==> src/rtl/wb_slave_decode_if.sv <==
// Bus bundle between one Wishbone master, the address decoder and its slave ports.
// Latency: none; this is wiring only.
// Backpressure: classic Wishbone; a transfer is held until ack/err, no credits.
interface wb_slave_decode_if #(
    parameter int NUM_SLAVES = 4
);
    // master side
    logic                     wbm_cyc_i;
    logic                     wbm_stb_i;
    logic                     wbm_we_i;
    logic [3:0]               wbm_sel_i;
    logic [31:0]              wbm_adr_i;
    logic [31:0]              wbm_dat_i;
    logic [31:0]              wbm_dat_o;
    logic                     wbm_ack_o;
    logic                     wbm_err_o;
    // slave side
    logic [NUM_SLAVES-1:0]    wbs_cyc_o;
    logic [NUM_SLAVES-1:0]    wbs_stb_o;
    logic                     wbs_we_o;
    logic [3:0]               wbs_sel_o;
    logic [31:0]              wbs_adr_o;
    logic [31:0]              wbs_dat_o;
    logic [32*NUM_SLAVES-1:0] wbs_dat_i;
    logic [NUM_SLAVES-1:0]    wbs_ack_i;
    logic [NUM_SLAVES-1:0]    wbs_err_i;

    // Decoder view: answers the master, drives the slave ports.
    modport slave (
        input  wbm_cyc_i, wbm_stb_i, wbm_we_i, wbm_sel_i, wbm_adr_i, wbm_dat_i,
        input  wbs_dat_i, wbs_ack_i, wbs_err_i,
        output wbm_dat_o, wbm_ack_o, wbm_err_o,
        output wbs_cyc_o, wbs_stb_o, wbs_we_o, wbs_sel_o, wbs_adr_o, wbs_dat_o
    );

    // Environment view: drives the master request and the slave responses.
    modport master (
        output wbm_cyc_i, wbm_stb_i, wbm_we_i, wbm_sel_i, wbm_adr_i, wbm_dat_i,
        output wbs_dat_i, wbs_ack_i, wbs_err_i,
        input  wbm_dat_o, wbm_ack_o, wbm_err_o,
        input  wbs_cyc_o, wbs_stb_o, wbs_we_o, wbs_sel_o, wbs_adr_o, wbs_dat_o
    );
endinterface

==> src/rtl/wb_slave_decode.sv <==
// Wishbone classic decoder: one master fanned out to NUM_SLAVES slaves, one registered response per access.
// Latency: slave strobe high after the master sample edge; master ack/err high after the slave response edge.
// Backpressure: master is held until ack/err; unmapped or silent slaves are answered with err.
module wb_slave_decode #(
    parameter int                      NUM_SLAVES = 4,
    parameter logic [32*NUM_SLAVES-1:0] SLAVE_BASE = {32'h30, 32'h20, 32'h10, 32'h00},
    parameter logic [32*NUM_SLAVES-1:0] SLAVE_HIGH = {32'h3F, 32'h2F, 32'h1F, 32'h0F},
    parameter int                      TIMEOUT    = 255
) (
    input  logic                 wb_clk_i,
    input  logic                 wb_rst_i,
    wb_slave_decode_if.slave     bus,
    output logic [15:0]          err_count
);
    localparam int IW = (NUM_SLAVES > 1) ? $clog2(NUM_SLAVES) : 1;
    localparam int TW = $clog2(TIMEOUT + 1);

    typedef enum logic [1:0] {
        IDLE = 2'd0,
        BUSY = 2'd1,
        RESP = 2'd2,
        HOLD = 2'd3
    } state_t;

    state_t                state_q, state_d;
    logic [IW-1:0]         idx_q;
    logic [TW-1:0]         tmo_q;
    logic                  resp_err_q;

    logic                  hit;
    logic [IW-1:0]         hit_idx;
    logic [NUM_SLAVES-1:0] slv_sel;
    logic                  sel_ack;
    logic                  sel_err;
    logic [31:0]           rd_slice;
    logic                  launch;
    logic                  go_resp;
    logic                  go_err;

    // Address decode; scanning from the top index down lets the lowest overlapping slave win.
    always_comb begin
        hit     = 1'b0;
        hit_idx = '0;
        for (int i = NUM_SLAVES - 1; i >= 0; i--) begin
            if (bus.wbm_adr_i >= SLAVE_BASE[32*i +: 32] && bus.wbm_adr_i <= SLAVE_HIGH[32*i +: 32]) begin
                hit     = 1'b1;
                hit_idx = IW'(i);
            end
        end
    end

    // One-hot slave select while BUSY, plus the selected slave's response and read data.
    always_comb begin
        slv_sel  = '0;
        rd_slice = '0;
        for (int i = 0; i < NUM_SLAVES; i++) begin
            slv_sel[i] = (state_q == BUSY) && (idx_q == IW'(i));
            if (idx_q == IW'(i)) begin
                rd_slice = bus.wbs_dat_i[32*i +: 32];
            end
        end
        sel_ack = |(bus.wbs_ack_i & slv_sel);
        sel_err = |(bus.wbs_err_i & slv_sel);
    end

    // Next-state logic: launch, response/timeout/abort decisions.
    always_comb begin
        state_d = state_q;
        launch  = 1'b0;
        go_resp = 1'b0;
        go_err  = 1'b0;
        case (state_q)
            IDLE: begin
                if (bus.wbm_cyc_i && bus.wbm_stb_i) begin
                    launch = 1'b1;
                    if (hit) begin
                        state_d = BUSY;
                    end else begin
                        state_d = RESP;
                        go_resp = 1'b1;
                        go_err  = 1'b1;
                    end
                end
            end
            BUSY: begin
                if (!bus.wbm_cyc_i) begin
                    state_d = IDLE;
                end else if (sel_err) begin
                    state_d = RESP;
                    go_resp = 1'b1;
                    go_err  = 1'b1;
                end else if (sel_ack) begin
                    state_d = RESP;
                    go_resp = 1'b1;
                end else if (tmo_q == TW'(TIMEOUT - 1)) begin
                    state_d = RESP;
                    go_resp = 1'b1;
                    go_err  = 1'b1;
                end
            end
            RESP: begin
                state_d = HOLD;
            end
            HOLD: begin
                // A strobe held across the response must fall before the next access.
                if (!bus.wbm_stb_i) begin
                    state_d = IDLE;
                end
            end
            default: begin
                state_d = IDLE;
            end
        endcase
    end

    // State register.
    always_ff @(posedge wb_clk_i or posedge wb_rst_i) begin
        if (wb_rst_i) begin
            state_q <= IDLE;
        end else begin
            state_q <= state_d;
        end
    end

    // Request latch, timeout counter, response capture and error counter.
    always_ff @(posedge wb_clk_i or posedge wb_rst_i) begin
        if (wb_rst_i) begin
            idx_q          <= '0;
            tmo_q          <= '0;
            resp_err_q     <= 1'b0;
            bus.wbs_we_o   <= 1'b0;
            bus.wbs_sel_o  <= '0;
            bus.wbs_adr_o  <= '0;
            bus.wbs_dat_o  <= '0;
            bus.wbm_dat_o  <= '0;
            err_count      <= '0;
        end else begin
            if (launch) begin
                idx_q         <= hit_idx;
                tmo_q         <= '0;
                bus.wbs_we_o  <= bus.wbm_we_i;
                bus.wbs_sel_o <= bus.wbm_sel_i;
                bus.wbs_adr_o <= bus.wbm_adr_i;
                bus.wbs_dat_o <= bus.wbm_dat_i;
            end else if (state_q == BUSY && state_d == BUSY) begin
                tmo_q <= tmo_q + TW'(1);
            end
            if (go_resp) begin
                resp_err_q    <= go_err;
                // Read data only on a successful read; writes and errors return zero.
                bus.wbm_dat_o <= (!go_err && !bus.wbs_we_o) ? rd_slice : 32'h0;
                if (go_err && err_count != 16'hFFFF) begin
                    err_count <= err_count + 16'd1;
                end
            end
        end
    end

    assign bus.wbs_cyc_o = slv_sel;
    assign bus.wbs_stb_o = slv_sel;
    assign bus.wbm_ack_o = (state_q == RESP) && !resp_err_q;
    assign bus.wbm_err_o = (state_q == RESP) && resp_err_q;

endmodule

==> src/flat_wrapper.sv <==
// flat-port wrapper written by rule: the top's interface ports become plain ports
module wb_slave_decode_flat 
#(
    parameter int                      NUM_SLAVES = 4,
    parameter logic [32*NUM_SLAVES-1:0] SLAVE_BASE = {32'h30, 32'h20, 32'h10, 32'h00},
    parameter logic [32*NUM_SLAVES-1:0] SLAVE_HIGH = {32'h3F, 32'h2F, 32'h1F, 32'h0F},
    parameter int                      TIMEOUT    = 255
)
  (wb_clk_i, wb_rst_i, err_count, bus_wbm_cyc_i, bus_wbm_stb_i, bus_wbm_we_i, bus_wbm_sel_i, bus_wbm_adr_i, bus_wbm_dat_i, bus_wbs_dat_i, bus_wbs_ack_i, bus_wbs_err_i, bus_wbm_dat_o, bus_wbm_ack_o, bus_wbm_err_o, bus_wbs_cyc_o, bus_wbs_stb_o, bus_wbs_we_o, bus_wbs_sel_o, bus_wbs_adr_o, bus_wbs_dat_o);
  wb_slave_decode_if #(.NUM_SLAVES(NUM_SLAVES)) bus_i ();
  input  logic wb_clk_i;
  input  logic wb_rst_i;
  output logic [15:0] err_count;
  input wire logic [$bits(bus_i.wbm_cyc_i)-1:0] bus_wbm_cyc_i;
  input wire logic [$bits(bus_i.wbm_stb_i)-1:0] bus_wbm_stb_i;
  input wire logic [$bits(bus_i.wbm_we_i)-1:0] bus_wbm_we_i;
  input wire logic [$bits(bus_i.wbm_sel_i)-1:0] bus_wbm_sel_i;
  input wire logic [$bits(bus_i.wbm_adr_i)-1:0] bus_wbm_adr_i;
  input wire logic [$bits(bus_i.wbm_dat_i)-1:0] bus_wbm_dat_i;
  input wire logic [$bits(bus_i.wbs_dat_i)-1:0] bus_wbs_dat_i;
  input wire logic [$bits(bus_i.wbs_ack_i)-1:0] bus_wbs_ack_i;
  input wire logic [$bits(bus_i.wbs_err_i)-1:0] bus_wbs_err_i;
  output wire logic [$bits(bus_i.wbm_dat_o)-1:0] bus_wbm_dat_o;
  output wire logic [$bits(bus_i.wbm_ack_o)-1:0] bus_wbm_ack_o;
  output wire logic [$bits(bus_i.wbm_err_o)-1:0] bus_wbm_err_o;
  output wire logic [$bits(bus_i.wbs_cyc_o)-1:0] bus_wbs_cyc_o;
  output wire logic [$bits(bus_i.wbs_stb_o)-1:0] bus_wbs_stb_o;
  output wire logic [$bits(bus_i.wbs_we_o)-1:0] bus_wbs_we_o;
  output wire logic [$bits(bus_i.wbs_sel_o)-1:0] bus_wbs_sel_o;
  output wire logic [$bits(bus_i.wbs_adr_o)-1:0] bus_wbs_adr_o;
  output wire logic [$bits(bus_i.wbs_dat_o)-1:0] bus_wbs_dat_o;
  assign bus_i.wbm_cyc_i = bus_wbm_cyc_i;
  assign bus_i.wbm_stb_i = bus_wbm_stb_i;
  assign bus_i.wbm_we_i = bus_wbm_we_i;
  assign bus_i.wbm_sel_i = bus_wbm_sel_i;
  assign bus_i.wbm_adr_i = bus_wbm_adr_i;
  assign bus_i.wbm_dat_i = bus_wbm_dat_i;
  assign bus_i.wbs_dat_i = bus_wbs_dat_i;
  assign bus_i.wbs_ack_i = bus_wbs_ack_i;
  assign bus_i.wbs_err_i = bus_wbs_err_i;
  assign bus_wbm_dat_o = bus_i.wbm_dat_o;
  assign bus_wbm_ack_o = bus_i.wbm_ack_o;
  assign bus_wbm_err_o = bus_i.wbm_err_o;
  assign bus_wbs_cyc_o = bus_i.wbs_cyc_o;
  assign bus_wbs_stb_o = bus_i.wbs_stb_o;
  assign bus_wbs_we_o = bus_i.wbs_we_o;
  assign bus_wbs_sel_o = bus_i.wbs_sel_o;
  assign bus_wbs_adr_o = bus_i.wbs_adr_o;
  assign bus_wbs_dat_o = bus_i.wbs_dat_o;
  wb_slave_decode #(.NUM_SLAVES(NUM_SLAVES), .SLAVE_BASE(SLAVE_BASE), .SLAVE_HIGH(SLAVE_HIGH), .TIMEOUT(TIMEOUT)) u_core (.wb_clk_i(wb_clk_i), .wb_rst_i(wb_rst_i), .bus(bus_i), .err_count(err_count));
endmodule
==> config.mk <==
export PLATFORM = sky130hd
export DESIGN_NAME = wb_slave_decode_flat
export DESIGN_NICKNAME = d
export VERILOG_FILES = /design/src/rtl/wb_slave_decode_if.sv /design/src/rtl/wb_slave_decode.sv /design/src/flat_wrapper.sv
export SDC_FILE = /design/constraint.sdc
export NUM_CORES = 1
export LEC_CHECK = 0
export CAP_MARGIN = 20
export CORE_MARGIN = 2
export CORE_UTILIZATION = 36
export DETAILED_ROUTE_END_ITERATION = 16
export PLACE_DENSITY = 0.8
export SYNTH_ARGS = -nofsm -noshare
export SYNTH_HDL_FRONTEND = slang
export SYNTH_SLANG_ARGS = --single-unit
==> constraint.sdc <==
create_clock -name wb_clk_i -period 3.9 [get_ports wb_clk_i]
set_clock_uncertainty 0.2 [all_clocks]
set_input_delay 0.39 -clock wb_clk_i [delete_from_list [all_inputs] [get_ports wb_clk_i]]
set_output_delay 0.39 -clock wb_clk_i [all_outputs]
set_load 0.1 [all_outputs]
== Word level (Yosys, flattened, before mapping) ==
Index checks and enable logic that the tools add are counted.
Storage, ports and cells
  input bits: 209
  latch bits: 0
  memory bits (writable): 0
  ROM bits: 0
  register bits after elaboration: 130
  memories: 0
Operators by class
  order comparisons: 8
  reduce and logical (&&, ||, !) cells: 23
  bitwise gates (word level): 2
  div/mod/pow operators: 0
  multipliers: 0
  eq/ne operators: 9
  shifts and indexed selects: 0
  muxes and demuxes: 36
  add/subtract/negate cells: 2
Operators by type and width (number)
  $mux W32: 5
  $ge A32 B6 Y1 const B: 2
  $le A32 B6 Y1 const B: 2
  $ge A32 B1 Y1 const B: 1
  $ge A32 B5 Y1 const B: 1
  $le A32 B4 Y1 const B: 1
  $le A32 B5 Y1 const B: 1
  $mux W2: 11
  $add A16 B1 Y16 const B: 1
  $mux W8: 2
  $ne A16 B16 Y1 const B: 1
  $mux W1: 15
  $logic_and A1 B1 Y1: 14
  $add A8 B1 Y8 const B: 1
  $and A4 B4 Y4: 2
  $eq A2 B2 Y1 const B: 4
  $eq A8 B8 Y1 const B: 1
  $pmux W2 S4: 1
  $reduce_or A4 Y1: 2
  $eq A2 B1 Y1 const B: 3
  $logic_not A2 Y1: 2
  $pmux W1 S2: 2
  $logic_not A1 Y1: 3
  $reduce_and A2 Y1: 1
  $reduce_bool A2 Y1: 1

== Depth between registers and ports, before layout ==
Gate-level depths: netlist of run 1.
  depth in word-level cells: 13
  gate-level depth with buffers: 9
  depth with buffers taken out: 7

== Worst setup path after synthesis of run 1 ==
OpenSTA, ideal clock, no wires.
  path kind: reg-to-output
  from: register u_core.idx_q[0]
  to: output port bus_wbs_stb_o[3]
  cell stages (with the launch flop): 6
  data required time: 3.310 ns
  arrival: 2.809 ns
  path slack: 0.501 ns
  cells stage by stage: dfrtp_1 > buf_2 > buf_2 > inv_1 > nor2_1 > buf_4
Between the ends
  word-level cells in the longest chain between the ends: 2
RTL lines
  start: declaration: line wb_slave_decode.sv:26  | logic [IW-1:0] idx_q;
  start signal: assignment: line wb_slave_decode.sv:139  | idx_q <= hit_idx;
  $eq A2 B2 Y1: line wb_slave_decode.sv:57  | slv_sel[i] = (state_q == BUSY) && (idx_q == IW'(i));
  $logic_and A1 B1 Y1: line wb_slave_decode.sv:57
  end: declaration: line flat_wrapper.sv:27  | output wire logic [$bits(bus_i.wbs_stb_o)-1:0] bus_wbs_stb_o;
No other way between the ends.

== Final worst setup path of run 1 ==
  from: input port bus_wbm_adr_i[18]
  to: register u_core.bus.wbm_dat_o[30]
Between the ends
  word-level cells in the longest chain between the ends: 12
RTL lines
  start: declaration: line flat_wrapper.sv:18  | input wire logic [$bits(bus_i.wbm_adr_i)-1:0] bus_wbm_adr_i;
  $ge A32 B6 Y1 / $le A32 B6 Y1 (equally long branches): line wb_slave_decode.sv:45  | if (bus.wbm_adr_i >= SLAVE_BASE[32*i +: 32] && bus.wbm_adr_i <= SLAVE_HIGH[32*i +: 32]) begin
  $logic_and A1 B1 Y1: line wb_slave_decode.sv:45
  $mux W1 (3 in a row): line wb_slave_decode.sv:45
  $mux W1 (*): line wb_slave_decode.sv:45
  $mux W1 (*): line wb_slave_decode.sv:76  | if (hit) begin
  $mux W1 (*): line wb_slave_decode.sv:74  | if (bus.wbm_cyc_i && bus.wbm_stb_i) begin
  $pmux W1 S2: line wb_slave_decode.sv:72  | case (state_q)
  $logic_not A1 Y1: line wb_slave_decode.sv:151  | bus.wbm_dat_o <= (!go_err && !bus.wbs_we_o) ? rd_slice : 32'h0;
  $logic_and A1 B1 Y1: line wb_slave_decode.sv:151
  $mux W32: line wb_slave_decode.sv:151
  end signal: assignment: line wb_slave_decode.sv:151
  end: declaration: line wb_slave_decode_if.sv:32  | output wbm_dat_o, wbm_ack_o, wbm_err_o,
Mark *: on every way between the ends. The rest lies on a longest branch, timed or not.
A chain may end at the register's enable or synchronous reset.

==> results.cfg, run 1 <==
[status]
outcome = completed

[power_and_ir_drop]
power_frac_seq = 0.218
internal_power_w = 0.00445
pwr-share-clk = 0.153
p_leak_nw = 4.71
power_frac_comb = 0.630
power_w = 0.0105
p_sw_frac = 0.577
p_sw_w = 0.00607
ir_drop_mv = 0.682
power.density_nw_per_um2 = 987

[global_route]
grt_max_degree = 67
overflow = 0
grt_usage = 0.222
use_met2 = 0.369
top_usage_layer = met2
grt_util_met3 = 0.0658
grt_pass1_vias = 6137
grt_pass1_wl_mm = 33.6
antenna_found_initial = 0
met1_usage = 0.274

[synth]
ys_seq_area_frac = 0.500
synth-main-ff-cell = dfrtp_1
synthSimpleGateAreaFrac = 0.218
netlist_instances = 645
ys_async_sr_fraction = 1.00
synth_xor_area_frac = 0.0242
post_synth_fa_ha_maj_area_fraction = 0.00577
synth.ff_latch_count = 130
synth_cell_types = 43
synth_compound_area_frac = 0.0795
synthDominantCellAreaShare = 0.500
synth_top_family_by_area = simple AND/OR/NAND/NOR gates
synth_area_sq_um = 6500
yosys-top-cells-area = dfrtp_1 (50%), nand2_1 (15%), mux4_2 (11%)
yosys.area.top_type = dfrtp_1
synthMuxAreaShare = 0.119
synth_enable_flop_cells = 0
syn_area_per_cell_sq_um = 10.1
ys_warn_count = 0
synth_nets = 857

[sta]
tns_ns = 0
finalSetupViolCount = 0
min_period_ns = 3.00
fmax_mhz = 334
slew_viol_final = 0
finalHoldViolCount = 0
rsz0062_at_grt = false
tightestPinTransition_ns = 1.04
max_slew_margin = 0.306
min_period_over_period = 0.769

[finish]
layout.nets = 1182
drive_gt1_frac = 0.130
multiInputGateArea_sq_um = 2930
n_fill_cell = 1526
regArea_sq_um = 3250
syn2layout_area_growth_pct = 64.0
diodes = 0
fin_util = 0.598
layout_common_cells = clkdlybuf4s50_1 (326), nand2_1 (254), dfrtp_1 (129), inv_1 (36), mux4_2 (32)
final_common_cell = clkdlybuf4s50_1

[floorplan]
std_cell_rows = 49
die_w_um = 138
start_util = 0.365
core_area_sq_um = 17800
io_pins = 336
die-area_sq_um = 19200
die_y_um = 138

[worst_setup_path]
path_buf_inv = 1
startpoint = bus_wbm_adr_i[18]
path_class = input pin to flip-flop
critPathArrivalTime_ns = 3.10
cp_num_cells = 7
rr_endpoint = u_core.bus.wbm_dat_o[30]
crit_chain = clkdlybuf4s50_1 > nor4_1 > nand3_1 > or2_2 > a221oi_4 > nand2b_4 > o31ai_1
worstRegToRegCells = 6
cpPeakStageDelay_ns = 0.49
crit_family = simple AND/OR/NAND/NOR gates
rr_startpoint = u_core.state_q[0]
critPathCaptureType = flip-flop
critPathSlowestCell = nor4_1
cp_max_fo = 32
worstPathRequired_ns = 4.00
reg2reg_slack_ns = 1.22
cp-endpoint = u_core.bus.wbm_dat_o[30]
start_kind = input pin

[routing]
ant_nets = 0
firstDrtPassIters = 4
drt-total-wl_mm = 21.2
remaining_drc_errors = 0
drt-initial-drc-count = 272
vias_per_cell = 4.85
vias = 5881
wire_per_inst_um = 17.5

[placement]
portBuffers = 335
dpl.hpwl_mm = 16.2
globalplace.congestion = 0.815

[clock_tree]
cts_tree = built
post_cts_buffers = 0
htree_levels = 4
cts.sinks = 130
cts_root_buf = clkbuf_16
cts_hold_buf = 0
post_cts_resized = 0
clock_latency_ns = 0.41
cts_buffer_depth = 2
path_clk_slew_ns = 0.06
cts_made_buffers = 17

[run]
maxCapViolCount = 0

[min_path]
hold_path.class = input pin to async pin
==> cell usage after synthesis, types with 2 or more instances <==
cell type	instances
xnor2_1	3
buf_4	5
or3_1	4
nor3_1	8
dfrtp_1	130
nor4_2	2
clkbuf_1	21
and4_1	3
buf_1	2
a21oi_1	4
buf_2	10
nor4_1	10
mux4_2	32
o31ai_1	3
buf_6	3
xor2_1	15
nand3b_1	2
nor2_1	16
nand2_1	254
nand3_1	15
and3_1	2
o21ai_0	6
o31ai_2	30
inv_1	37
nor3_2	2
ha_1	3
nand4_1	4
mux2i_1	4
==> layer usage <==
metal / vias to the layer above / wire length (um)
li1: 2807 / -
met1: 2804 / 8670
met2: 241 / 10300
met3: 29 / 1670
met4: 0 / 515
met5: - / 0
==> sequential cells by signal, indices dropped and copies added, names as in the netlist <==
name,flops
u_core.idx_q,2
u_core.bus.wbs_sel_o,4
u_core.bus.wbs_dat_o,32
u_core.resp_err_q,1
u_core.state_q,2
u_core.bus.wbs_adr_o,32
u_core.err_count,16
u_core.bus.wbm_dat_o,32
u_core.bus.wbs_we_o,1
u_core.tmo_q,8
==> layout make-up <==
cell class / count / share of cell area
well taps: 229 / 0.0269
repair buffers: 347 / 0.324
inverters: 37 / 0.0134
multi-input cells: 437 / 0.275
clock inverters: 12 / 0.0149
flip-flops and latches: 130 / 0.305
clock buffers: 20 / 0.0409
==> per-stage QoR <==
| step | hold WS, ns | cells | instance area, sq um | worst slack (ns) |
|---|---|---|---|---|
| CTS | 0.245 | 1212 | 10700 | 0.886 |
| detailed placement | 0.262 | 1180 | 10100 | 0.461 |
| floorplan | 0.261 | 645 | 6510 | 0.501 |
| global placement | 0.257 | 1180 | 10100 | 0.484 |
| finish | 0.240 | 1212 | 10700 | 0.903 |
| global route | 0.292 | 1212 | 10700 | 0.747 |
==> power groups by stage <==
stage	combinational (W)	clock, W	sequential (W)
6_report	0.00663	0.00161	0.00229
3_3_place_gp	0.00660	0	0.00229
3_5_place_dp	0.00665	0	0.00230
5_1_grt	0.00686	0.00171	0.00236
4_1_cts	0.00666	0.00164	0.00229
2_1_floorplan	0.00122	0	0.00606
==> worst min path at each step <==
stage	startpoint	to	cells after the start
floorplan	u_core.resp_err_q	u_core.resp_err_q	2
global placement	u_core.bus.wbs_dat_o[28]	u_core.bus.wbs_dat_o[28]	2
detailed placement	u_core.bus.wbs_dat_o[6]	u_core.bus.wbs_dat_o[6]	2
CTS	wb_rst_i	u_core.bus.wbs_dat_o[26]	2
global route	u_core.bus.wbs_dat_o[11]	u_core.bus.wbs_dat_o[11]	2
finish	wb_rst_i	u_core.bus.wbs_dat_o[23]	2
==> kinds of logic after synthesis <==
| family | count (synthesis) |
|---|---|
| XOR/XNOR | 18 |
| flip-flops | 130 |
| buffers and inverters | 78 |
| adder cells (fa/ha/maj) | 3 |
| AO/OA/AOI/OAI | 48 |
| multiplexers | 37 |
| AND/OR/NAND/NOR | 331 |
Note: power is estimated with default switching activity, not from simulation.
==> inputs of run 2 (changes only) <==
clock period = 2.5 ns   (was 3.9 ns; I/O delays follow)
==> run 2 against run 1 <==
First-iteration DRC count up 2.2%; largest cell class unchanged; largest power group unchanged; total power grew 54%; worst setup slack worse by 0.85 ns; via count grew 1.9%; core utilization up 0.41 points.
==> results.cfg, run 2 (synthesis results as in run 1) <==
[run]
maxCapViolCount = 0

[clock_tree]
cts_root_buf = clkbuf_16
cts_made_buffers = 17
cts_hold_buf = 0
htree_levels = 4
cts_tree = built
path_clk_slew_ns = 0.06
cts.sinks = 130
clock_latency_ns = 0.41
cts_buffer_depth = 2

[floorplan]
die_y_um = 138
core_area_sq_um = 17800
std_cell_rows = 49
start_util = 0.365
io_pins = 336
die-area_sq_um = 19200
die_w_um = 138

[finish]
layout_common_cells = nand2_1 (254), clkdlybuf4s50_1 (207), buf_4 (144), dfrtp_1 (118), inv_1 (36)
syn2layout_area_growth_pct = 65.1
drive_gt1_frac = 0.290
largestRegisters = u_core.bus.wbm_dat_o: 32 flops, u_core.bus.wbs_adr_o: 32 flops, u_core.bus.wbs_dat_o: 32 flops
n_fill_cell = 1494
final_area_sq_um = 10700
layout.nets = 1203
diodes = 0
final_common_cell = nand2_1

[global_route]
grt_pass1_wl_mm = 33.2
grt_pass1_vias = 6174
grt_usage = 0.221
overflow = 0
antenna_found_initial = 0
grt_max_degree = 80

[worst_setup_path]
worstPathRequired_ns = 2.59
critPathSlowestCell = clkdlybuf4s50_1
critPathCaptureType = flip-flop
cp_max_fo = 16
path_buf_inv = 3
start_kind = input pin
critPathArrivalTime_ns = 2.54
crit_family = simple AND/OR/NAND/NOR gates
crit_chain = clkdlybuf4s50_1 > nor4_2 > buf_4 > nand4_1 > or2_4 > a221oi_4 > buf_12 > nor2_1 > mux2_2
cpPeakStageDelay_ns = 0.47
path_class = input pin to flip-flop
cp_num_cells = 9
worstRegToRegCells = 6

[placement]
globalplace.congestion = 0.839
dpl.hpwl_mm = 16.6
dpl_cell_area_sq_um = 10100
portBuffers = 335

[sta]
fmax_mhz = 409
tightestPinTransition_ns = 0.479
slew_viol_final = 0
finalHoldViolCount = 0
finalSetupViolCount = 0
rsz0062_at_grt = false
fin_hold_ws_ns = 0.0424
tns_ns = 0
min_period_ns = 2.44
max_slew_margin = 0.680
min_period_over_period = 0.978

[routing]
ant_nets = 0
remaining_drc_errors = 0
dr_wl_met2_mm = 10.8
vias = 5990
drt-initial-drc-count = 278
firstDrtPassIters = 4
wire_per_inst_um = 17.3
vias_per_cell = 4.86
wl_met3_mm = 1.72
highest_layer = met4
drt-total-wl_mm = 21.3
met1_length_mm = 8.30

[status]
outcome = completed

[min_path]
hold_depth = 4
hold_path.class = input pin to flip-flop

[power_and_ir_drop]
p_leak_nw = 5.01
ir_drop_mv = 1.11
power.density_nw_per_um2 = 1510
==> run 2: area by class of cell <==
| type | count | area [sq um] | share of cell area |
|---|---|---|---|
| timing repair buffer | 368 | 3490 | 0.325 |
| sequential | 130 | 3270 | 0.304 |
| multi-input combinational | 437 | 3000 | 0.279 |
| clock buffer | 18 | 429 | 0.0400 |
| tap | 229 | 287 | 0.0267 |
| inverter | 37 | 143 | 0.0133 |
| clock inverter | 14 | 131 | 0.0122 |
==> run 2: path summary, 6_finish.rpt <==
| kind | endpoint | start | slack [ns] |
|---|---|---|---|
| worst max-delay path | u_core.err_count[1] | bus_wbm_adr_i[26] | 0.06 |
| worst min-delay path | u_core.bus.wbs_adr_o[19] | bus_wbm_adr_i[19] | 0.04 |
| worst max register to register | u_core.tmo_q[6] | u_core.idx_q[0] | 0.09 |
| worst min register to register | u_core.bus.wbs_adr_o[26] | u_core.bus.wbs_adr_o[26] | 0.27 |
| max in group asynchronous | u_core.bus.wbs_adr_o[8] | wb_rst_i | 1.58 |
| min in group asynchronous | u_core.bus.wbm_dat_o[0] | wb_rst_i | 0.11 |
==> run 2: through the flow <==
| step | power [W] | std cells | util | setup WS (ns) |
|---|---|---|---|---|
| floorplan | 0.0114 | 645 | - | -0.759 |
| global placement | 0.0138 | 1201 | 0.567 | -0.601 |
| detailed placement | 0.0140 | 1201 | 0.567 | -0.619 |
| CTS | 0.0164 | 1233 | 0.599 | 0.0108 |
| global route | 0.0169 | 1233 | 0.602 | 0.00166 |
| finish | 0.0163 | 1233 | 0.602 | 0.0558 |
==> run 2: layer usage <==
layer / global-route usage / vias to the layer above
met5: 0 / -
met4: 0.0725 / 0
met3: 0.0738 / 32
met2: 0.381 / 249
met1: 0.261 / 2860
li1: - / 2849
==> run 2: timing repair <==
action / CTS / global route
setup buffers: 0 / 1
setup endpoints to repair: 48 / 41
pin swaps: 1 / 4
gates resized for setup: 4 / 10
==> run 2: worst min-delay path, cell delays in order <==
cell            delay [ns]
dlymetal6s2s_1        0.16
buf_4                 0.13
nand2_1               0.04
nand2_1               0.04
==> run 2: report_power, final <==
group | internal [W] | leakage, nW | switching, W
sequential | 0.00299 | 1.64 | 0.000576
clock | 0.00138 | 0.264 | 0.000987
combinational | 0.00231 | 3.11 | 0.00801
